`src/rtl/clk_div_multi_pkg.sv`:
```
// clk_div_multi_pkg: shared widths, reset divisor and channel-index width helper
package clk_div_multi_pkg;
  localparam int CNT_W_DEF = 26;
  localparam int DEFAULT_DIV_DEF = 30000000;
  function automatic int ch_w(input int n);
    return (n > 1) ? $clog2(n) : 1;
  endfunction
endpackage

```
`src/rtl/clk_div_multi_if.sv`:
```
// clk_div_multi_if: run control, divisor load port and divided outputs
interface clk_div_multi_if import clk_div_multi_pkg::*; #(
  parameter int NUM_CH = 2,
  parameter int CNT_W = CNT_W_DEF
) ();
  localparam int CH_W = ch_w(NUM_CH);
  logic [NUM_CH-1:0] en;
  logic sync_all;
  logic load_valid;
  logic [CH_W-1:0] load_ch;
  logic [CNT_W-1:0] load_div;
  logic load_ready;
  logic [NUM_CH-1:0] clk_out;
  logic [NUM_CH-1:0] tick;
  modport master (output en, sync_all, load_valid, load_ch, load_div,
                  input load_ready, clk_out, tick);
  modport slave (input en, sync_all, load_valid, load_ch, load_div,
                 output load_ready, clk_out, tick);
endinterface

```
`src/rtl/clk_div_chan.sv`:
```
// clk_div_chan: one divider channel with glitch-free pending divisor apply
module clk_div_chan import clk_div_multi_pkg::*; #(
  parameter int CNT_W = CNT_W_DEF,
  parameter int DEFAULT_DIV = DEFAULT_DIV_DEF
) (
  input  logic clk_in,
  input  logic rst,
  input  logic en,
  input  logic sync,
  input  logic load_strobe,
  input  logic [CNT_W-1:0] load_div,
  output logic clk_out,
  output logic tick,
  output logic pend_flag
);
  logic [CNT_W-1:0] cnt, div_act, div_pend;
  logic term;
  assign term = cnt == div_act - CNT_W'(1);
  always_ff @(posedge clk_in) begin
    if (rst) begin
      cnt <= '0;
      div_act <= CNT_W'(DEFAULT_DIV);
      div_pend <= '0;
      pend_flag <= 1'b0;
      clk_out <= 1'b0;
      tick <= 1'b0;
    end else if (sync) begin
      cnt <= '0;
      clk_out <= 1'b0;
      tick <= 1'b0;
      pend_flag <= 1'b0;
      div_act <= load_strobe ? load_div : pend_flag ? div_pend : div_act;
    end else begin
      if (load_strobe) begin
        div_pend <= load_div;
        pend_flag <= 1'b1;
      end
      // a stopped or paused channel has no terminal count to wait for
      if (pend_flag && (div_act == '0 || !en)) begin
        div_act <= div_pend;
        pend_flag <= 1'b0;
        cnt <= '0;
        tick <= 1'b0;
      end else if (div_act == '0) begin
        cnt <= '0;
        clk_out <= 1'b0;
        tick <= 1'b0;
      end else if (!en) begin
        tick <= 1'b0;
      end else if (term) begin
        cnt <= '0;
        clk_out <= ~clk_out;
        tick <= 1'b1;
        if (pend_flag) begin
          div_act <= div_pend;
          pend_flag <= 1'b0;
        end
      end else begin
        cnt <= cnt + CNT_W'(1);
        tick <= 1'b0;
      end
    end
  end
endmodule

```
`src/rtl/clk_div_multi.sv`:
```
// clk_div_multi: NUM_CH programmable 50%-duty clock dividers with tick strobes
module clk_div_multi import clk_div_multi_pkg::*; #(
  parameter int NUM_CH = 2,
  parameter int CNT_W = CNT_W_DEF,
  parameter int DEFAULT_DIV = DEFAULT_DIV_DEF
) (
  input logic clk_in,
  input logic rst,
  clk_div_multi_if.slave bus
);
  localparam int CH_W = ch_w(NUM_CH);
  logic [NUM_CH-1:0] pend, clk_o, tick_o;
  logic [2**CH_W-1:0] pend_ext;
  assign pend_ext = (2**CH_W)'(pend);
  // zero-extended flags keep out-of-range indices from reading past pend
  assign bus.load_ready = ({1'b0, bus.load_ch} < (CH_W+1)'(NUM_CH)) && !pend_ext[bus.load_ch];
  assign bus.clk_out = clk_o;
  assign bus.tick = tick_o;
  for (genvar c = 0; c < NUM_CH; c++) begin : g_ch
    clk_div_chan #(.CNT_W(CNT_W), .DEFAULT_DIV(DEFAULT_DIV)) u_chan (
      .clk_in(clk_in),
      .rst(rst),
      .en(bus.en[c]),
      .sync(bus.sync_all),
      .load_strobe(bus.load_valid && bus.load_ready && (bus.load_ch == CH_W'(c))),
      .load_div(bus.load_div),
      .clk_out(clk_o[c]),
      .tick(tick_o[c]),
      .pend_flag(pend[c])
    );
  end
endmodule

```
`src/flat_wrapper.sv`:
```
// flat-port wrapper written by rule: the top's interface ports become plain ports
module clk_div_multi_flat import clk_div_multi_pkg::*;
#(
  parameter int NUM_CH = 2,
  parameter int CNT_W = CNT_W_DEF,
  parameter int DEFAULT_DIV = DEFAULT_DIV_DEF
)
  (clk_in, rst, bus_en, bus_sync_all, bus_load_valid, bus_load_ch, bus_load_div, bus_load_ready, bus_clk_out, bus_tick);
  clk_div_multi_if #(.NUM_CH(NUM_CH), .CNT_W(CNT_W)) bus_i ();
  input logic clk_in;
  input logic rst;
  input wire logic [$bits(bus_i.en)-1:0] bus_en;
  input wire logic [$bits(bus_i.sync_all)-1:0] bus_sync_all;
  input wire logic [$bits(bus_i.load_valid)-1:0] bus_load_valid;
  input wire logic [$bits(bus_i.load_ch)-1:0] bus_load_ch;
  input wire logic [$bits(bus_i.load_div)-1:0] bus_load_div;
  output wire logic [$bits(bus_i.load_ready)-1:0] bus_load_ready;
  output wire logic [$bits(bus_i.clk_out)-1:0] bus_clk_out;
  output wire logic [$bits(bus_i.tick)-1:0] bus_tick;
  assign bus_i.en = bus_en;
  assign bus_i.sync_all = bus_sync_all;
  assign bus_i.load_valid = bus_load_valid;
  assign bus_i.load_ch = bus_load_ch;
  assign bus_i.load_div = bus_load_div;
  assign bus_load_ready = bus_i.load_ready;
  assign bus_clk_out = bus_i.clk_out;
  assign bus_tick = bus_i.tick;
  clk_div_multi #(.NUM_CH(NUM_CH), .CNT_W(CNT_W), .DEFAULT_DIV(DEFAULT_DIV)) u_core (.clk_in(clk_in), .rst(rst), .bus(bus_i));
endmodule
```
`config.mk`:
```
export PLATFORM = sky130hd
export DESIGN_NAME = clk_div_multi_flat
export DESIGN_NICKNAME = d
export VERILOG_FILES = /design/src/rtl/clk_div_multi_pkg.sv /design/src/rtl/clk_div_multi_if.sv /design/src/rtl/clk_div_chan.sv /design/src/rtl/clk_div_multi.sv /design/src/flat_wrapper.sv
export SDC_FILE = /design/constraint.sdc
export NUM_CORES = 1
export LEC_CHECK = 0
export CAP_MARGIN = 20
export CORE_MARGIN = 1
export CORE_UTILIZATION = 58
export CTS_CLUSTER_DIAMETER = 80
export DETAILED_ROUTE_END_ITERATION = 7
export GPL_TIMING_DRIVEN = 0
export PLACE_DENSITY = 0.73
export SLEW_MARGIN = 0
export SYNTH_ARGS = -nofsm -noshare
export SYNTH_HDL_FRONTEND = slang
export SYNTH_SLANG_ARGS = --single-unit
export TNS_END_PERCENT = 5
```
`constraint.sdc`:
```
create_clock -name clk_in -period 3.85 [get_ports clk_in]
set_input_delay 0.9625 -clock clk_in [delete_from_list [all_inputs] [get_ports clk_in]]
set_output_delay 0.9625 -clock clk_in [all_outputs]
set_load 0.005 [all_outputs]
```
== After elaboration in Yosys (flattened, before gate mapping) ==
Index checks and enable logic that the tools add are counted.

* Flip-flop bits (word level): 162
* Output and inout port bits: 5
* Bits of input ports: 33
* Word-level logic and storage cells: 98
* Latch bits: 0
* Bits in writable memories: 0
* ROM bits: 0
* Memories kept: 0

* Bitwise gates (word level): 8
* Equal/unequal tests: 4
* Add/sub/neg operators: 4
* Multiplexer cells: 36
* $mul: 0
* Divide/modulo/power cells: 0
* Shift operators: 0
* Order comparisons: 1
* Reduce and logical (&&, ||, !) cells: 33

{| class="wikitable"
|+ Operator list
! operator !! number
|-
| $mux W26 || 16
|-
| $add A26 B1 Y26 const B || 2
|-
| $eq A26 B26 Y1 || 2
|-
| $logic_not A26 Y1 || 2
|-
| $sub A26 B1 Y26 const B || 2
|-
| $mux W1 || 20
|-
| $reduce_and A3 Y1 || 4
|-
| $reduce_bool A3 Y1 || 4
|-
| $reduce_or A5 Y1 || 2
|-
| $not A1 Y1 || 8
|-
| $reduce_bool A2 Y1 || 4
|-
| $reduce_or A4 Y1 || 2
|-
| $ne A3 B3 Y1 const B || 2
|-
| $reduce_or A3 Y1 || 2
|-
| $logic_and A1 B1 Y1 || 5
|-
| $reduce_and A2 Y1 || 2
|-
| $logic_not A1 Y1 || 3
|-
| $logic_or A1 B1 Y1 || 2
|-
| $lt A1 B2 Y1 const B || 1
|-
| $reduce_or A2 Y1 || 1
|}

== Longest topological paths before layout ==
Gate-level depths: netlist (run 1).

* Depth after elaboration: 10
* Mapped depth: 12
* Gate-level depth less buffers: 10

== Cells and area by module ==
From an unflattened synthesis (run 1), not the netlist that was laid out.

* Cells, all modules: 1206
* Area total of the unflattened synthesis: 9793.1 um^2

{| class="wikitable"
|+ Modules (own cells, without submodules)
! module !! area each (um^2) !! cells an instance !! instances !! sequential area each (um^2)
|-
| clk_div_chan (u_core.g_ch[1].u_chan) || 4984.8 || 629 || 1 || 1621.6
|-
| clk_div_chan (u_core.g_ch[0].u_chan) || 4782.1 || 574 || 1 || 1621.6
|-
| clk_div_multi || 26.3 || 3 || 1 || 0.0
|}

== Worst setup path before layout (run 1) ==
OpenSTA, ideal clock, no wires.

* Kind: reg2reg
* Start: register u_core.g_ch[1].u_chan.div_act[0]
* End: register u_core.g_ch[1].u_chan.cnt[24]
* Required time: 3.735 ns
* Buffers on the path: 1
* Path slack: 1.011 ns
* Data arrival time: 2.725 ns
* Clock period less this slack: 2.839 ns
* Cell stages (with the launch flop): 12
* Library setup time: 0.115 ns
* Cells stage by stage: dfxtp_1 inv_1 ha_1 nor3b_1 nand4_1 or4_1 a211o_1 a21oi_1 nand4_1 o21bai_2 buf_4 nor2_1

* Longest elaborated chain between the ends: 4
* Elaborated cells on any way between the ends: 7
* Those cells by class: 1 x add/sub; 1 x eq/ne; 1 x mux; 4 x reduce/logical

{| class="wikitable"
|+ RTL lines
! element !! line !! RTL
|-
| start, declared || clk_div_chan.sv:16 || <nowiki>logic [CNT_W-1:0] cnt, div_act, div_pend;</nowiki>
|-
| start signal, assigned || clk_div_chan.sv:22 || <nowiki>div_act <= CNT_W'(DEFAULT_DIV);</nowiki>
|-
| start signal, assigned || clk_div_chan.sv:32 || <nowiki>div_act <= load_strobe ? load_div : pend_flag ? div_pend : div_act;</nowiki>
|-
| start signal, assigned || clk_div_chan.sv:40 || <nowiki>div_act <= div_pend;</nowiki>
|-
| branches (longest 4 deep; another with $sub A26 B1 Y26) || - ||
|-
| end signal, assigned || clk_div_chan.sv:59 || <nowiki>cnt <= cnt + CNT_W'(1);</nowiki>
|-
| end, declared || clk_div_chan.sv:16 ||
|}

Parallel ways; which one is timed is not known.
A chain may end at the register's enable or synchronous reset.

== Worst setup path in the final report (run 1) ==
* Start: register u_core.g_ch[1].u_chan.pend_flag
* End: output port bus_load_ready

* Longest elaborated chain between the ends: 3

{| class="wikitable"
|+ RTL lines
! element !! line !! RTL
|-
| start, declared || clk_div_chan.sv:14 || <nowiki>output logic pend_flag</nowiki>
|-
| start signal, assigned || clk_div_chan.sv:24 || <nowiki>pend_flag <= 1'b0;</nowiki>
|-
| start signal, assigned || clk_div_chan.sv:31 || <nowiki>pend_flag <= 1'b0;</nowiki>
|-
| start signal, assigned || clk_div_chan.sv:36 || <nowiki>pend_flag <= 1'b1;</nowiki>
|-
| $mux W1 (implied by the code) (2 in series) || clk_div_multi.sv:16 || <nowiki>assign bus.load_ready = ({1'b0, bus.load_ch} < (CH_W+1)'(NUM_CH)) && !pend_ext[bus.load_ch];</nowiki>
|-
| $logic_not A1 Y1 || clk_div_multi.sv:16 ||
|-
| end, declared || flat_wrapper.sv:17 || <nowiki>output wire logic [$bits(bus_i.load_ready)-1:0] bus_load_ready;</nowiki>
|}

No other way between the ends. The select of a mux whose other input is x is not followed.

==> results of run 1 <==
-- power by group through the flow --
stage,logic (mW),registers [mW],clock network (mW)
2_1_floorplan,0.322,1.79,0
3_3_place_gp,0.459,1.81,0
3_5_place_dp,0.464,1.81,0
4_1_cts,0.467,1.77,1.65
5_1_grt,0.520,1.78,1.71
6_report,0.475,1.78,1.64
-- layout make-up --
class | count | area (um^2)
Buffer | 100 | 464
Tap cell | 216 | 270
Multi-Input combinational cell | 989 | 5940
Inverter | 15 | 56.3
Clock inverter | 13 | 113
Fill cell | 1458 | 5230
Clock buffer | 19 | 443
Sequential cell | 162 | 3240
Timing Repair Buffer | 35 | 350
-- what timing repair did --
item	in CTS	in global routing
gates cloned	0	0
endpoints found under the hold margin	0	0
endpoints found under the setup margin	1	30
gates resized for setup	1	2
-- logic make-up after synthesis --
logic type	after synthesis	share of synthesized area, %
and+or+nand+nor	541	28.1
adders and majority gates	6	0.774
xor gates and xnor gates	105	9.49
AOI/OAI and AO/OA	282	17.1
muxes	55	5.69
buffers and inverters	115	5.36
DFF	162	33.4
-- critical path, delay by kind of cell (launching register included) --
kind / cells / cell delay [ns]
buffers and inverters: 4 / 1.66
muxes: 1 / 0.26
DFF: 1 / 0.31
-- worst paths after layout --
| path | endpoint | startpoint | slack [ns] |
|---|---|---|---|
| setup / recovery | bus_load_ready | u_core.g_ch[1].u_chan.pend_flag$_SDFF_PP0_ | 0.20 |
| hold reg to reg | u_core.g_ch[1].u_chan.div_pend[3]$_SDFFE_PP0P_ | u_core.g_ch[1].u_chan.div_pend[3]$_SDFFE_PP0P_ | 0.46 |
| setup reg to reg | u_core.g_ch[1].u_chan.cnt[8]$_SDFFE_PP0P_ | u_core.g_ch[1].u_chan.div_act[0]$_SDFFE_PP0P_ | 0.25 |
| hold / removal | u_core.g_ch[1].u_chan.div_pend[3]$_SDFFE_PP0P_ | u_core.g_ch[1].u_chan.div_pend[3]$_SDFFE_PP0P_ | 0.46 |
-- state kept, by name, indices dropped and copies added, names as in the netlist --
register	cells
u_core.g_ch.u_chan.div_pend	52
u_core.g_ch.u_chan.clk_out	2
u_core.g_ch.u_chan.cnt	52
u_core.g_ch.u_chan.div_act	52
u_core.g_ch.u_chan.tick	2
u_core.g_ch.u_chan.pend_flag	2
-- synthesized netlist by cell type, drive strengths merged, types with 5 or more instances --
| cell type | number | share of area, % |
|---|---|---|
| nor3 | 45 | 2.5 |
| nor3b | 9 | 0.75 |
| and3 | 17 | 1.1 |
| inv | 15 | 0.58 |
| nor4 | 29 | 2.1 |
| nand3b | 17 | 1.3 |
| nand4 | 24 | 1.5 |
| clkbuf | 71 | 2.7 |
| or3 | 10 | 0.65 |
| xnor2 | 54 | 4.9 |
| and2 | 5 | 0.32 |
| or2 | 7 | 0.45 |
| o31ai | 7 | 0.59 |
| dfxtp | 162 | 33 |
| a211oi | 20 | 1.5 |
| nand2b | 11 | 0.71 |
| a21oi | 147 | 7.9 |
| a31oi | 9 | 0.58 |
| o21ai | 66 | 3.6 |
| nor2b | 8 | 0.52 |
| mux2i | 54 | 5.6 |
| and4 | 7 | 0.63 |
| ha | 6 | 0.77 |
| nor2 | 100 | 3.9 |
| or4 | 8 | 0.66 |
| nand3 | 66 | 3.4 |
| buf | 29 | 2.0 |
| nand2 | 167 | 6.5 |
| xor2 | 51 | 4.6 |
-- per-stage QoR --
| step | setup WS, ns | cells | total power [mW] | utilization (%) |
|---|---|---|---|---|
| 2_1_floorplan | 1.01 | 1266 | 2.11 | - |
| 3_3_place_gp | 0.102 | 1517 | 2.27 | 64.0 |
| 3_5_place_dp | 0.0698 | 1517 | 2.28 | 64.0 |
| 4_1_cts | 0.0415 | 1549 | 3.89 | 67.5 |
| 5_1_grt | 0.00676 | 1549 | 4.01 | 67.5 |
| 6_report | 0.203 | 1549 | 3.89 | 67.5 |
-- routing by layer --
layer  GRT usage [%]  part of all wire [%]
met4            12.3                   3.0
met2            47.4                    42
met1            47.1                    46
met5               0                     0
met3            7.83                   9.1
==> qor.yml, run 1 <==
cells_and_area:
  layout.nets: 1359
  diodes: 0
  syn_to_final_growth_pct: 12.3
  final_cell_area_um2: 10900
  layout_common_cells: "nand2_1, dfxtp_1, a21oi_1"
  final_common_cell: "nand2_1"
  drive_above_1_share_pct: 6.83
clocking:
  post_cts_buffers: 0
  postCtsHoldBufs: 0
  cts_sinks: 162
  cts_max_level: 4
  cts_tree: "yes"
  cts_root_buf: "clkbuf_16"
  cts_buffer_depth: 2
  clk_latency_ns: 0.44
  path_clk_slew_ns: 0.07
  numCtsBuffers: 17
timing:
  finalHoldViolCount: 0
  rsz0062_at_grt: "no"
  max_freq_ghz: 0.274
  drv_slew: 0
  finalCritPeriodShare_pct: 94.7
  final.setup.tns_ns: 0
  timing.hold.ws_ns: 0.457
  setup_viol: 0
  period_needed_ns: 3.65
  worstMarginPinSlew_ns: 0.813
  max_slew_margin_pct: 45.4
  finalClockSkew_ns: 0.0128
global_routing:
  grt_pass1_wl_um: 44800
  grt_pass1_vias: 8281
  antenna_found_initial: 0
  grt_overflow: 0
  grt_usage_pct: 32.9
  grt_max_degree: 17
route:
  route.antenna.remaining_nets: 0
  drcViolationCount: 0
  via_per_inst: 6.10
  routed-via-count: 9442
  dr.pass1.iters: 5
  drtIter0Drc: 1157
  routed_wl_um: 28300
  avgRoutedWirePerCell_um: 18.3
worst_setup_path:
  max_stage_delay_ns: 0.58
  crit_fanout: 10
  worst_ep_arrival_time_ns: 2.68
  criticalPathCategory: "flop to output port"
  worstPathRequired_ns: 2.89
  reg2regPathDepth: 12
  crit_chain: "clkbuf_1 -> buf_2 -> buf_1 -> mux2i_1 -> clkdlybuf4s50_1"
  crit_path_end_kind: "output port"
  start_kind: "flop"
  slowest_stage: "buf_1"
power:
  p_clk_share_pct: 42.1
  internal-power_mw: 2.77
  p_sw_mw: 1.13
  comb_power_share_pct: 12.2
  p_leak_nw: 3.56
  switching_share_pct: 28.9
  p_seq_share_pct: 45.6
  powerDensity_nw_per_um2: 358
  max-vdd-ir-drop_mv: 0.347
yosys:
  synthFlopType: "dfxtp_1"
  seq_area_frac_synth_pct: 33.4
  synth_seq_cells: 162
  synth_cells: 1266
  synth_nets: 1305
  yosysUniqueCellTypes: 67
  synth_warnings: 0
  syn_avg_cell_area_um2: 7.66
  synth_edf_count: 0
  syn_area_um2: 9700
  ys_async_sr_fraction_pct: 0
die:
  ios: 38
  initial_utilization_pct: 60.2
  coreArea_um2: 16100
  die-area_um2: 17200
  die_w_um: 131
  row_count: 46
  die_h_um: 131
place:
  place.gp.congestion: 0.924
  placed_cell_area_um2: 10300
  dpl.hpwl_um: 21200
  numPortBuffers: 35
outcome:
  outcome: "completed"
flow_run:
  maxCapViolCount: 0
worst_hold_path:
  hold_depth: 2
  hold_path.class: "flop to flop"
Power figures use the tool's default switching activity.
==> run 2, diff against run 1 <==
Settings changed: CORE_UTILIZATION 58 to 42, HOLD_SLACK_MARGIN set to 0.1, PLACE_DENSITY 0.73 to 0.67.
==> run 2 against run 1 <==
Global-route usage is 7.9 points lower. Design area is 1.2% higher. First-iteration DRC count is 33% lower. Die area is 37% higher. Sequential power hardly changed. Via count is 0.39% higher.
==> qor.yml, run 2 (synthesis gave the netlist of run 1 again) <==
place:
  place.gp.congestion: 0.932
  place_ws_ns: -0.0255
  numPortBuffers: 35
  dpl.hpwl_um: 21900
route:
  avgRoutedWirePerCell_um: 18.1
  route.antenna.remaining_nets: 0
  drcViolationCount: 0
  dr.pass1.iters: 5
  routed_wl_um: 29200
  drtIter0Drc: 771
  via_per_inst: 5.86
  routed-via-count: 9479
global_routing:
  grt_usage_pct: 24.9
  grt_pass1_vias: 8880
  antenna_found_initial: 0
  grt_max_degree: 18
  grt_pass1_wl_um: 47100
  grt_overflow: 0
timing:
  worstMarginPinSlew_ns: 0.884
  finalClockSkew_ns: 0.0145
  setup_viol: 0
  finalCritPeriodShare_pct: 94.3
  worst_slack_ns: 0.220
  period_needed_ns: 3.63
  max_freq_ghz: 0.275
  rsz0062_at_grt: "yes"
  max_slew_margin_pct: 41.1
  drv_slew: 0
  finalHoldViolCount: 0
die:
  die_h_um: 154
  die-area_um2: 23700
  coreArea_um2: 22600
  row_count: 55
  die_w_um: 154
  initial_utilization_pct: 42.8
  ios: 38
worst_setup_path:
  worst_ep_arrival_time_ns: 2.67
  worstPathRequired_ns: 2.89
  crit_fanout: 10
  start_kind: "flop"
  criticalPathCategory: "flop to output port"
  reg2reg_slack_ns: 0.26
  crit_path_end_kind: "output port"
power:
  max-vdd-ir-drop_mv: 0.228
  powerDensity_nw_per_um2: 362
  p_leak_nw: 3.59
cells_and_area:
  fillers: 2216
  top_regs: "u_core.g_ch.u_chan.cnt x52, u_core.g_ch.u_chan.div_act x52, u_core.g_ch.u_chan.div_pend x52"
  multi_input_area_um2: 5960
  final_common_cell: "nand2_1"
  syn_to_final_growth_pct: 13.6
  layout_common_cells: "nand2_1, dfxtp_1, a21oi_1"
  regArea_um2: 3240
  diodes: 0
  finish.utilization_pct: 48.7
  layout.nets: 1359
  drive_above_1_share_pct: 6.90
clocking:
  cts_tree: "yes"
  path_clk_slew_ns: 0.07
  cts_sinks: 162
  cts_buffer_depth: 2
  post_cts_buffers: 0
  cts_root_buf: "clkbuf_16"
  cts_max_level: 4
  postCtsHoldBufs: 0
  clk_latency_ns: 0.44
  numCtsBuffers: 17
flow_run:
  maxCapViolCount: 0
outcome:
  outcome: "completed"
worst_hold_path:
  hold_path.class: "flop to flop"
==> run 2: changes by cell type in the layout (fill, tap and decap cells not counted), sizes merged <==
cell / delta
buf: -1
bufinv: +1
clkbuf: -1
clkinv: +3
clkinvlp: -3
inv: +1
==> run 2: worst max-delay path, stage by stage, from the launching register on <==
cell	delay, ns
dfxtp_1	0.31
clkbuf_1	0.27
buf_1	0.59
clkbuf_2	0.45
mux2i_1	0.13
clkdlybuf4s50_1	0.48
==> run 2: metrics by stage <==
step	std cells	total power [mW]	setup TNS (ns)	hold slack [ns]	area, um^2
final	1618	3.99	0	0.455	11000
after global routing	1618	4.12	0	0.467	11000
after CTS	1618	4.00	0	0.457	11000
after detailed placement	1586	2.28	-0.388	0.446	10400
after global placement	1586	2.27	0	0.444	10400
after floorplan	1266	2.11	0	0.436	9700
==> run 2: routing by layer <==
layer	routed length (um)	GRT usage, %	up-vias
li1	-	-	4598
met1	12900	32.0	4511
met2	13500	40.8	310
met3	1630	4.34	60
met4	1120	11.2	0
met5	0	0	-
==> run 2: final timing paths <==
path | to | startpoint | depth (start not counted)
hold reg to reg | u_core.g_ch[0].u_chan.div_pend[12]$_SDFFE_PP0P_ | u_core.g_ch[0].u_chan.div_pend[12]$_SDFFE_PP0P_ | 2
hold / removal | u_core.g_ch[0].u_chan.div_pend[12]$_SDFFE_PP0P_ | u_core.g_ch[0].u_chan.div_pend[12]$_SDFFE_PP0P_ | 2
setup reg to reg | u_core.g_ch[0].u_chan.div_act[14]$_SDFFE_PP1P_ | u_core.g_ch[0].u_chan.div_act[0]$_SDFFE_PP0P_ | 11
setup / recovery | bus_load_ready | u_core.g_ch[1].u_chan.pend_flag$_SDFF_PP0_ | 5
==> run 2: area by class of cell <==
type | instances | area share [%]
well taps | 285 | 3.24
multi-input cells | 989 | 54.1
clock buffers | 17 | 3.86
flip-flops and latches | 162 | 29.4
inverters | 15 | 0.511
repair buffers | 35 | 3.18
plain buffers | 100 | 4.21
clock inverters | 15 | 1.48
==> run 2: repair_timing <==
| item | in CTS | in global routing |
|---|---|---|
| gates resized for setup | 1 | 4 |
| endpoints found under the hold margin | 0 | 0 |
| setup endpoints to repair | 20 | 25 |
| pin swaps | 0 | 2 |
==> run 2: where the power goes <==
part           leakage, nW  switching (mW)  internal (mW)
logic                 1.99           0.301          0.184
clock network        0.288           0.804          0.923
registers             1.31          0.0548           1.72
total                 3.59            1.16           2.83
